`src/rtl/hdmi_period_scheduler.sv`:
```
// rtl/hdmi_period_scheduler.sv - pixel-domain raster position and TMDS period sequencer
//
// Owns the x/y raster counters and decides, per pixel, which TMDS period the
// channel encoders emit: control, video preamble, video guard band or video.
// All outputs are registered from the same next position, so they never skew
// against x/y.
//
// Ports:
//   clk         in   pixel clock
//   rst         in   asynchronous reset, active-high
//   enable      in   advance the raster when high, hold every register when low
//   x, y        out  current raster position (10 bit)
//   hsync       out  active-low horizontal sync
//   vsync       out  active-low vertical sync, whole-line aligned
//   period      out  0=CONTROL 1=PREAMBLE 2=GUARD 3=VIDEO
//   ctl         out  CTL3..CTL0 for the channel 2/1 control symbols
//   de          out  high iff period is VIDEO
//   de_next     out  position after the next increment is in the video region
//   line_start  out  pulse at x==0
//   frame_start out  pulse at x==0, y==0
module hdmi_period_scheduler #(
  parameter int FRAME_WIDTH       = 800,
  parameter int FRAME_HEIGHT      = 525,
  parameter int SCREEN_WIDTH      = 640,
  parameter int SCREEN_HEIGHT     = 480,
  parameter int HSYNC_PULSE_START = 16,
  parameter int HSYNC_PULSE_SIZE  = 96,
  parameter int VSYNC_PULSE_START = 10,
  parameter int VSYNC_PULSE_SIZE  = 2,
  parameter int PREAMBLE_LEN      = 8,
  parameter int GUARD_LEN         = 2,
  parameter int HDMI_MODE         = 1
) (
  input  logic       clk,
  input  logic       rst,
  input  logic       enable,
  output logic [9:0] x,
  output logic [9:0] y,
  output logic       hsync,
  output logic       vsync,
  output logic [1:0] period,
  output logic [3:0] ctl,
  output logic       de,
  output logic       de_next,
  output logic       line_start,
  output logic       frame_start
);

  typedef enum logic [1:0] {
    P_CONTROL  = 2'd0,
    P_PREAMBLE = 2'd1,
    P_GUARD    = 2'd2,
    P_VIDEO    = 2'd3
  } period_t;

  localparam logic [9:0] X_LAST  = 10'(FRAME_WIDTH - 1);
  localparam logic [9:0] Y_LAST  = 10'(FRAME_HEIGHT - 1);
  localparam logic [9:0] SW      = 10'(SCREEN_WIDTH);
  localparam logic [9:0] SH      = 10'(SCREEN_HEIGHT);
  localparam logic [9:0] SH_M1   = 10'(SCREEN_HEIGHT - 1);
  localparam logic [9:0] HS_BEG  = 10'(SCREEN_WIDTH + HSYNC_PULSE_START);
  localparam logic [9:0] HS_END  = 10'(SCREEN_WIDTH + HSYNC_PULSE_START + HSYNC_PULSE_SIZE);
  localparam logic [9:0] VS_BEG  = 10'(SCREEN_HEIGHT + VSYNC_PULSE_START);
  localparam logic [9:0] VS_END  = 10'(SCREEN_HEIGHT + VSYNC_PULSE_START + VSYNC_PULSE_SIZE);
  localparam logic [9:0] PRE_BEG = 10'(FRAME_WIDTH - GUARD_LEN - PREAMBLE_LEN);
  localparam logic [9:0] GRD_BEG = 10'(FRAME_WIDTH - GUARD_LEN);

  // The preamble/guard window must sit entirely after the hsync pulse.
  if (FRAME_WIDTH - GUARD_LEN - PREAMBLE_LEN <
      SCREEN_WIDTH + HSYNC_PULSE_START + HSYNC_PULSE_SIZE) begin : g_bad_geometry
    $error("hdmi_period_scheduler: preamble/guard window overlaps horizontal sync");
  end

  function automatic logic [9:0] next_x(input logic [9:0] px);
    return (px == X_LAST) ? 10'd0 : px + 10'd1;
  endfunction

  function automatic logic [9:0] next_y(input logic [9:0] px, input logic [9:0] py);
    if (px != X_LAST) return py;
    return (py == Y_LAST) ? 10'd0 : py + 10'd1;
  endfunction

  function automatic logic in_video(input logic [9:0] px, input logic [9:0] py);
    return (px < SW) && (py < SH);
  endfunction

  // A line leads into video when the line after it is active.
  function automatic logic lead_in_line(input logic [9:0] py);
    return (py < SH_M1) || (py == Y_LAST);
  endfunction

  function automatic period_t raw_period(input logic [9:0] px, input logic [9:0] py);
    if (in_video(px, py)) return P_VIDEO;
    if (HDMI_MODE != 0 && lead_in_line(py)) begin
      if (px >= GRD_BEG) return P_GUARD;
      if (px >= PRE_BEG) return P_PREAMBLE;
    end
    return P_CONTROL;
  endfunction

  logic [9:0] x_q, x_d, y_q, y_d;
  logic       hsync_q, hsync_d, vsync_q, vsync_d;
  period_t    period_q, period_d;
  logic [3:0] ctl_q, ctl_d;
  logic       de_q, de_d, de_next_q, de_next_d;
  logic       line_start_q, line_start_d, frame_start_q, frame_start_d;

  logic [9:0] nx, ny, nnx, nny;
  period_t    raw;

  always_ff @(posedge clk or posedge rst) begin
    if (rst) begin
      x_q           <= 10'd0;
      y_q           <= SH;
      hsync_q       <= 1'b1;
      vsync_q       <= 1'b1;
      period_q      <= P_CONTROL;
      ctl_q         <= 4'd0;
      de_q          <= 1'b0;
      de_next_q     <= 1'b0;
      line_start_q  <= 1'b0;
      frame_start_q <= 1'b0;
    end else begin
      x_q           <= x_d;
      y_q           <= y_d;
      hsync_q       <= hsync_d;
      vsync_q       <= vsync_d;
      period_q      <= period_d;
      ctl_q         <= ctl_d;
      de_q          <= de_d;
      de_next_q     <= de_next_d;
      line_start_q  <= line_start_d;
      frame_start_q <= frame_start_d;
    end
  end

  always_comb begin
    x_d           = x_q;
    y_d           = y_q;
    hsync_d       = hsync_q;
    vsync_d       = vsync_q;
    period_d      = period_q;
    ctl_d         = ctl_q;
    de_d          = de_q;
    de_next_d     = de_next_q;
    line_start_d  = line_start_q;
    frame_start_d = frame_start_q;

    nx  = next_x(x_q);
    ny  = next_y(x_q, y_q);
    nnx = next_x(nx);
    nny = next_y(nx, ny);
    raw = raw_period(nx, ny);

    if (enable) begin
      x_d      = nx;
      y_d      = ny;
      period_d = raw;
      // In HDMI mode video may only follow a guard band (or continue video);
      // a line that cannot start cleanly stays in control.
      if (HDMI_MODE != 0 && raw == P_VIDEO &&
          period_q != P_GUARD && period_q != P_VIDEO) begin
        period_d = P_CONTROL;
      end
      hsync_d       = !((nx >= HS_BEG) && (nx < HS_END));
      vsync_d       = !((ny >= VS_BEG) && (ny < VS_END));
      ctl_d         = (period_d == P_PREAMBLE) ? 4'b0001 : 4'b0000;
      de_d          = (period_d == P_VIDEO);
      de_next_d     = in_video(nnx, nny);
      line_start_d  = (nx == 10'd0);
      frame_start_d = (nx == 10'd0) && (ny == 10'd0);
    end
  end

  assign x           = x_q;
  assign y           = y_q;
  assign hsync       = hsync_q;
  assign vsync       = vsync_q;
  assign period      = period_q;
  assign ctl         = ctl_q;
  assign de          = de_q;
  assign de_next     = de_next_q;
  assign line_start  = line_start_q;
  assign frame_start = frame_start_q;

endmodule

```
`config.mk`:
```
export PLATFORM = sky130hd
export DESIGN_NAME = hdmi_period_scheduler
export DESIGN_NICKNAME = d
export VERILOG_FILES = /design/src/rtl/hdmi_period_scheduler.sv
export SDC_FILE = /design/constraint.sdc
export NUM_CORES = 1
export LEC_CHECK = 0
export CAP_MARGIN = 20
export CELL_PAD_IN_SITES_DETAIL_PLACEMENT = 1
export CELL_PAD_IN_SITES_GLOBAL_PLACEMENT = 2
export CORE_UTILIZATION = 30
export DETAILED_ROUTE_END_ITERATION = 8
export GPL_TIMING_DRIVEN = 0
export PLACE_DENSITY_LB_ADDON = 0.1
export SYNTH_ARGS = -nofsm -noshare
export SYNTH_HDL_FRONTEND = slang
export SYNTH_SLANG_ARGS = --single-unit
```
`constraint.sdc`:
```
create_clock -name clk -period 2.48 [get_ports clk]
set_input_delay 0.744 -clock clk [delete_from_list [all_inputs] [get_ports clk]]
set_output_delay 0.744 -clock clk [all_outputs]
set_load 0.1 [all_outputs]
```
==> Word level (Yosys, flattened, before mapping) <==
Index checks and enable logic that the tools add are counted.
{ "totals": {"latchBits": 0, "memories": 0, "romBits": 0, "ramBits": 0, "word_cells": 76, "inputBits": 3, "ff_bits": 32} }
{ "classes": {"reduce_logical": 12, "n_bitwise": 0, "mul": 0, "eq_ne": 11, "n_shift": 0, "magnitude_cmp": 11, "add_sub_neg": 4, "div_mod_pow": 0, "mux": 28} }
{ "ops": {"columns": ["operator", "count"], "rows": [
  ["$mux W10", 8],
  ["$add A10 B1 Y10 const B", 4],
  ["$eq A10 B10 Y1 const B", 4],
  ["$lt A10 B9 Y1 const B", 4],
  ["$ge A10 B10 Y1 const B", 3],
  ["$lt A10 B10 Y1 const B", 3],
  ["$logic_not A10 Y1", 2],
  ["$ne A10 B10 Y1 const B", 2],
  ["$mux W2", 9],
  ["$mux W1", 11],
  ["$ge A10 B9 Y1 const B", 1],
  ["$logic_and A1 B1 Y1", 7],
  ["$eq A2 B2 Y1 const B", 2],
  ["$ne A2 B2 Y1 const B", 2],
  ["$eq A2 B1 Y1 const B", 1],
  ["$logic_not A1 Y1", 2],
  ["$logic_or A1 B1 Y1", 1]
]} }

==> Depth between registers and ports, before layout <==
Gate-level depths: netlist of run 1.
{ "depth": {"word_depth": 19, "ltp_mapped": 10, "depth_no_buf": 9} }

==> Worst setup path before layout of run 1 <==
No wires, ideal clock.
{ "synth_timing": {"path_kind": "reg-to-reg", "from": "register x_q[0], in the netlist x[0]", "to": "register de_next_q, in the netlist de_next", "n_path_buf": 0, "required_time_ps": 2343, "path_slack_ps": -671, "path_stages_with_launch": 10, "arrival_ps": 3014, "cell_sequence": "dfrtp_1 -> inv_1 -> ha_1 -> nand2b_1 -> a2111oi_2 -> o2111ai_1 -> a2111oi_2 -> o21bai_1 -> a31oi_1 -> a221oi_2"} }
{ "synth_via": {"elab_chain_cells": 8, "word_cells_on_any_way": 19, "classes_between": "add/sub: 3; order compare: 2; eq/ne: 5; mux: 8; reduce/logical: 1"} }
{ "synth_lines": {"columns": ["element", "line", "source"], "rows": [
  ["start: declaration", "101", "logic [9:0] x_q, x_d, y_q, y_d;"],
  ["start signal: assignment", "113", "x_q <= 10'd0;"],
  ["start signal: assignment", "124", "x_q <= x_d;"],
  ["branches (longest 7 deep; another with $add A10 B1 Y10)", null, null],
  ["$logic_and A1 B1 Y1 *", "84", "return (px < SW) && (py < SH);"],
  ["end signal: assignment", "131", "de_next_q <= de_next_d;"],
  ["end: declaration", "105", "logic de_q, de_d, de_next_q, de_next_d;"]
]} }
Mark *: on every way between the ends. The select of a mux whose other input is x is not followed.
A chain may end at the register's enable or synchronous reset.

==> Worst setup path in the final report of run 1 <==
{ "layout_timing": {"from": "register x_q[1], in the netlist x[1]", "to": "register de_next_q, in the netlist de_next"} }
Same word-level chain as after synthesis.

==> results_dict.tcl, run 1 <==
set metrics [dict create \
    status "finished clean" \
    ctsHoldBuffers 0 \
    maxSlewViolCount 0 \
    grt_max_degree 18 \
    final_antenna_net_count 0 \
    crit_buf_inv 1 \
    final_hold_viol_count 0 \
    worst_pin_slew_ps 969 \
    worstSetupStartpointType "flop" \
    crit_family "compound AO/OA/AOI/OAI gates" \
    crit_fanout 7 \
    rrSetupSlack_ps 40 \
    drt_pass1_iterations 4 \
    grt_pass1_vias 2552 \
    required_ps 2690 \
    via_per_inst 5.53 \
    portBuffers 31 \
    endpoint "de_next" \
    worst-setup-path-type "reg2reg" \
    die_h_um 93.3 \
    clock-root-buffer "clkbuf_8" \
    ys_warn_count 0 \
    rsz0062_at_grt "true" \
    cp.depth 8 \
    path_cells "ha_4 > nand4_4 > buf_4 > nor4_4 > mux2_4 > a211oi_4 > a311oi_2 > a221oi_2" \
    numCtsBuffers 5 \
    vias 2634 \
    worst_ep_arrival_time_ps 2640 \
    sequentialPowerShare_pct 24.9 \
    final_cell_mix "45 x buf_4, 24 x dlygate4sd2_1, 21 x nand2_1" \
    placed_cell_area_sq_um 3070 \
    die-area_sq_um 8710 \
    p_int_w 0.00126 \
    hold_class "reg2reg" \
    row_count 32 \
    ys_types 69 \
    max_slew_margin_pct 35.6 \
    synthArstFlopShare_pct 100 \
    slowest_delay_ps 460 \
    fin_tns_setup_ps 0 \
    cts_sinks 29 \
    nNetsFinal 380 \
    setup_viol 0 \
    clk_pin_slew_worst_paths_ps 70 \
    synth_edf_count 0 \
    fill_cells 885 \
    place.gp.congestion 0.801 \
    p_per_area_nw_per_um2 725 \
    initial_utilization_pct 31.7 \
    max-cap-violations 0 \
    startpoint "x[1]" \
    synthCells 298 \
    drive_above_1_share_pct 40.4 \
    htree_levels 2 \
    fmax_ghz 0.410 \
    synth_area_leader_cell "dfrtp_1" \
    overflow 0 \
    pwr-share-clk_pct 16.3 \
    totalWireLength_um 9330 \
    period_minus_slack_ps 2440 \
    io_pins 35 \
    pwr-share-comb_pct 58.8 \
    ys_seq_area_share_pct 29.3 \
    timing.final.crit_share_pct 98.3 \
    diodes 0 \
    power.share.switching_pct 53.3 \
    p_switching_w 0.00144 \
    grt_use_total_pct 21.2 \
    reg2reg_from "x[1]" \
    synthToLayoutAreaGrowth_pct 48.6 \
    reg2reg_to "de_next" \
    dp_hpwl_um 6190 \
    netlist_area_sq_um 2500 \
    r2r_cells 8 \
    skew_ps 8.29 \
    syn_area_per_cell_sq_um 8.40 \
    synth_ff_type "dfrtp_1" \
    setup.worst_path.end_class "flop" \
    antenna_found_initial 0 \
    ir_drop_mv 0.339 \
    cp_slowest_cell "dfrtp_4" \
    cts_max_path_buffers 2 \
    routedWlPerCell_um 19.6 \
    p_leak_nw 1.41 \
    synth_top_cell_area_share_pct 23.0 \
    fin_area_sq_um 3720 \
    cts_tree "done" \
    grt_pass1_wl_um 13900 \
    final_common_cell "buf_4" \
    clk_latency_ps 300 \
    whs_ps 498 \
    core_area_sq_um 7890 \
    synth_area_leaders "dfrtp_1 23%, dfstp_2 6.3%, nand2_1 3.6%" \
    drc_errors 0 \
    synth-seq-cells 29 \
    fp.dieW_um 93.3 \
    drt_iter0_markers 121 \
]
[worst min-delay path by stage]
stage                start  endpoint  cells after the start  slack [ps]
floorplan            vsync     vsync                      2         710
global placement        de        de                      2         480
detailed placement  ctl[0]    ctl[0]                      2         480
CTS                  vsync     vsync                      2         510
global route        ctl[0]    ctl[0]                      2         540
finish                  de        de                      2         500
[power groups by stage]
| stage | Combinational (W) | Clock (W) | Sequential, W |
|---|---|---|---|
| 2_1_floorplan | 0.000607 | 0 | 0.00113 |
| 3_3_place_gp | 0.00138 | 0 | 0.000680 |
| 3_5_place_dp | 0.00139 | 0 | 0.000683 |
| 4_1_cts | 0.00145 | 0.000457 | 0.000662 |
| 5_1_grt | 0.00166 | 0.000461 | 0.000686 |
| 6_report | 0.00159 | 0.000438 | 0.000671 |
[synthesized netlist by cell type (7+ instances only)]
cell	instances
nand4_1	9
a31oi_1	8
clkbuf_1	11
buf_4	7
nand2_1	24
xnor2_1	8
dfrtp_1	23
a21oi_1	16
buf_2	7
o21ai_0	12
inv_1	10
nor2_1	24
nand3_1	11
[metrics by stage]
| stage | power, W | util [%] | setup WS (ps) | cells |
|---|---|---|---|---|
| 6_report | 0.00269 | 47.1 | 43.0 | 476 |
| 2_1_floorplan | 0.00174 | - | -57.1 | 300 |
| 3_3_place_gp | 0.00206 | 38.6 | -379 | 433 |
| 3_5_place_dp | 0.00208 | 38.9 | -313 | 434 |
| 5_1_grt | 0.00281 | 47.1 | -55.4 | 476 |
| 4_1_cts | 0.00257 | 42.9 | -106 | 458 |
[worst min-delay path: cells and delay by family, from the launching register on]
family | cells | cell delay [ps]
and+or+nand+nor | 1 | 50
DFF | 1 | 350
AOI/OAI and AO/OA | 1 | 70
[sequential cells by signal, indices dropped and copies added, names as in the netlist]
name,count
ctl,1
vsync,1
frame_start,1
y,10
de,1
hsync,1
de_next,1
period,2
line_start,1
x,10
[cell type report]
| class | count | area [sq um] | share of cell area (%) |
|---|---|---|---|
| multi-input cells | 236 | 1950 | 52.4 |
| flip-flops and latches | 29 | 774 | 20.8 |
| repair buffers | 72 | 622 | 16.7 |
| well taps | 102 | 128 | 3.43 |
| plain buffers | 19 | 119 | 3.20 |
| clock buffers | 8 | 90.1 | 2.42 |
| inverters | 10 | 37.5 | 1.01 |
[kinds of logic after synthesis]
family | synth area share, %
XOR/XNOR | 4.90
AND/OR/NAND/NOR | 28.5
other | 0.150
multiplexers | 2.60
adder cells (fa/ha/maj) | 2.00
AO/OA/AOI/OAI | 26.0
flip-flops | 29.3
buffers and inverters | 6.65
[repair_timing]
| action | 4_1_cts | 5_1_grt |
|---|---|---|
| gates resized for setup | 62 | 45 |
| gates cloned | 0 | 0 |
| setup buffers | 18 | 22 |
| setup endpoints to repair | 37 | 7 |
| pin swaps | 7 | 20 |
[layer usage]
| layer | vias up | track usage [%] | part of all wire [%] | routed length [um] |
|---|---|---|---|---|
| met3 | 7 | 3.25 | 3.3 | 307 |
| met1 | 1317 | 31.5 | 51 | 4780 |
| met2 | 59 | 32.0 | 45 | 4150 |
| met5 | - | 0 | 0 | 0 |
| met4 | 0 | 5.00 | 0.95 | 89 |
| li1 | 1251 | - | - | - |
Note: power is estimated with default switching activity, not from simulation.
==> inputs of run 2 (changes only) <==
--- a/config.mk
+++ b/config.mk
@@ -10,6 +10,7 @@
 export CELL_PAD_IN_SITES_GLOBAL_PLACEMENT = 2
 export CORE_UTILIZATION = 30
 export DETAILED_ROUTE_END_ITERATION = 8
+export GPL_ROUTABILITY_DRIVEN = 0
 export GPL_TIMING_DRIVEN = 0
 export PLACE_DENSITY_LB_ADDON = 0.1
 export SYNTH_ARGS = -nofsm -noshare
==> results of run 2 <==
Final layout, timing and power as in run 1 (identical DEF).
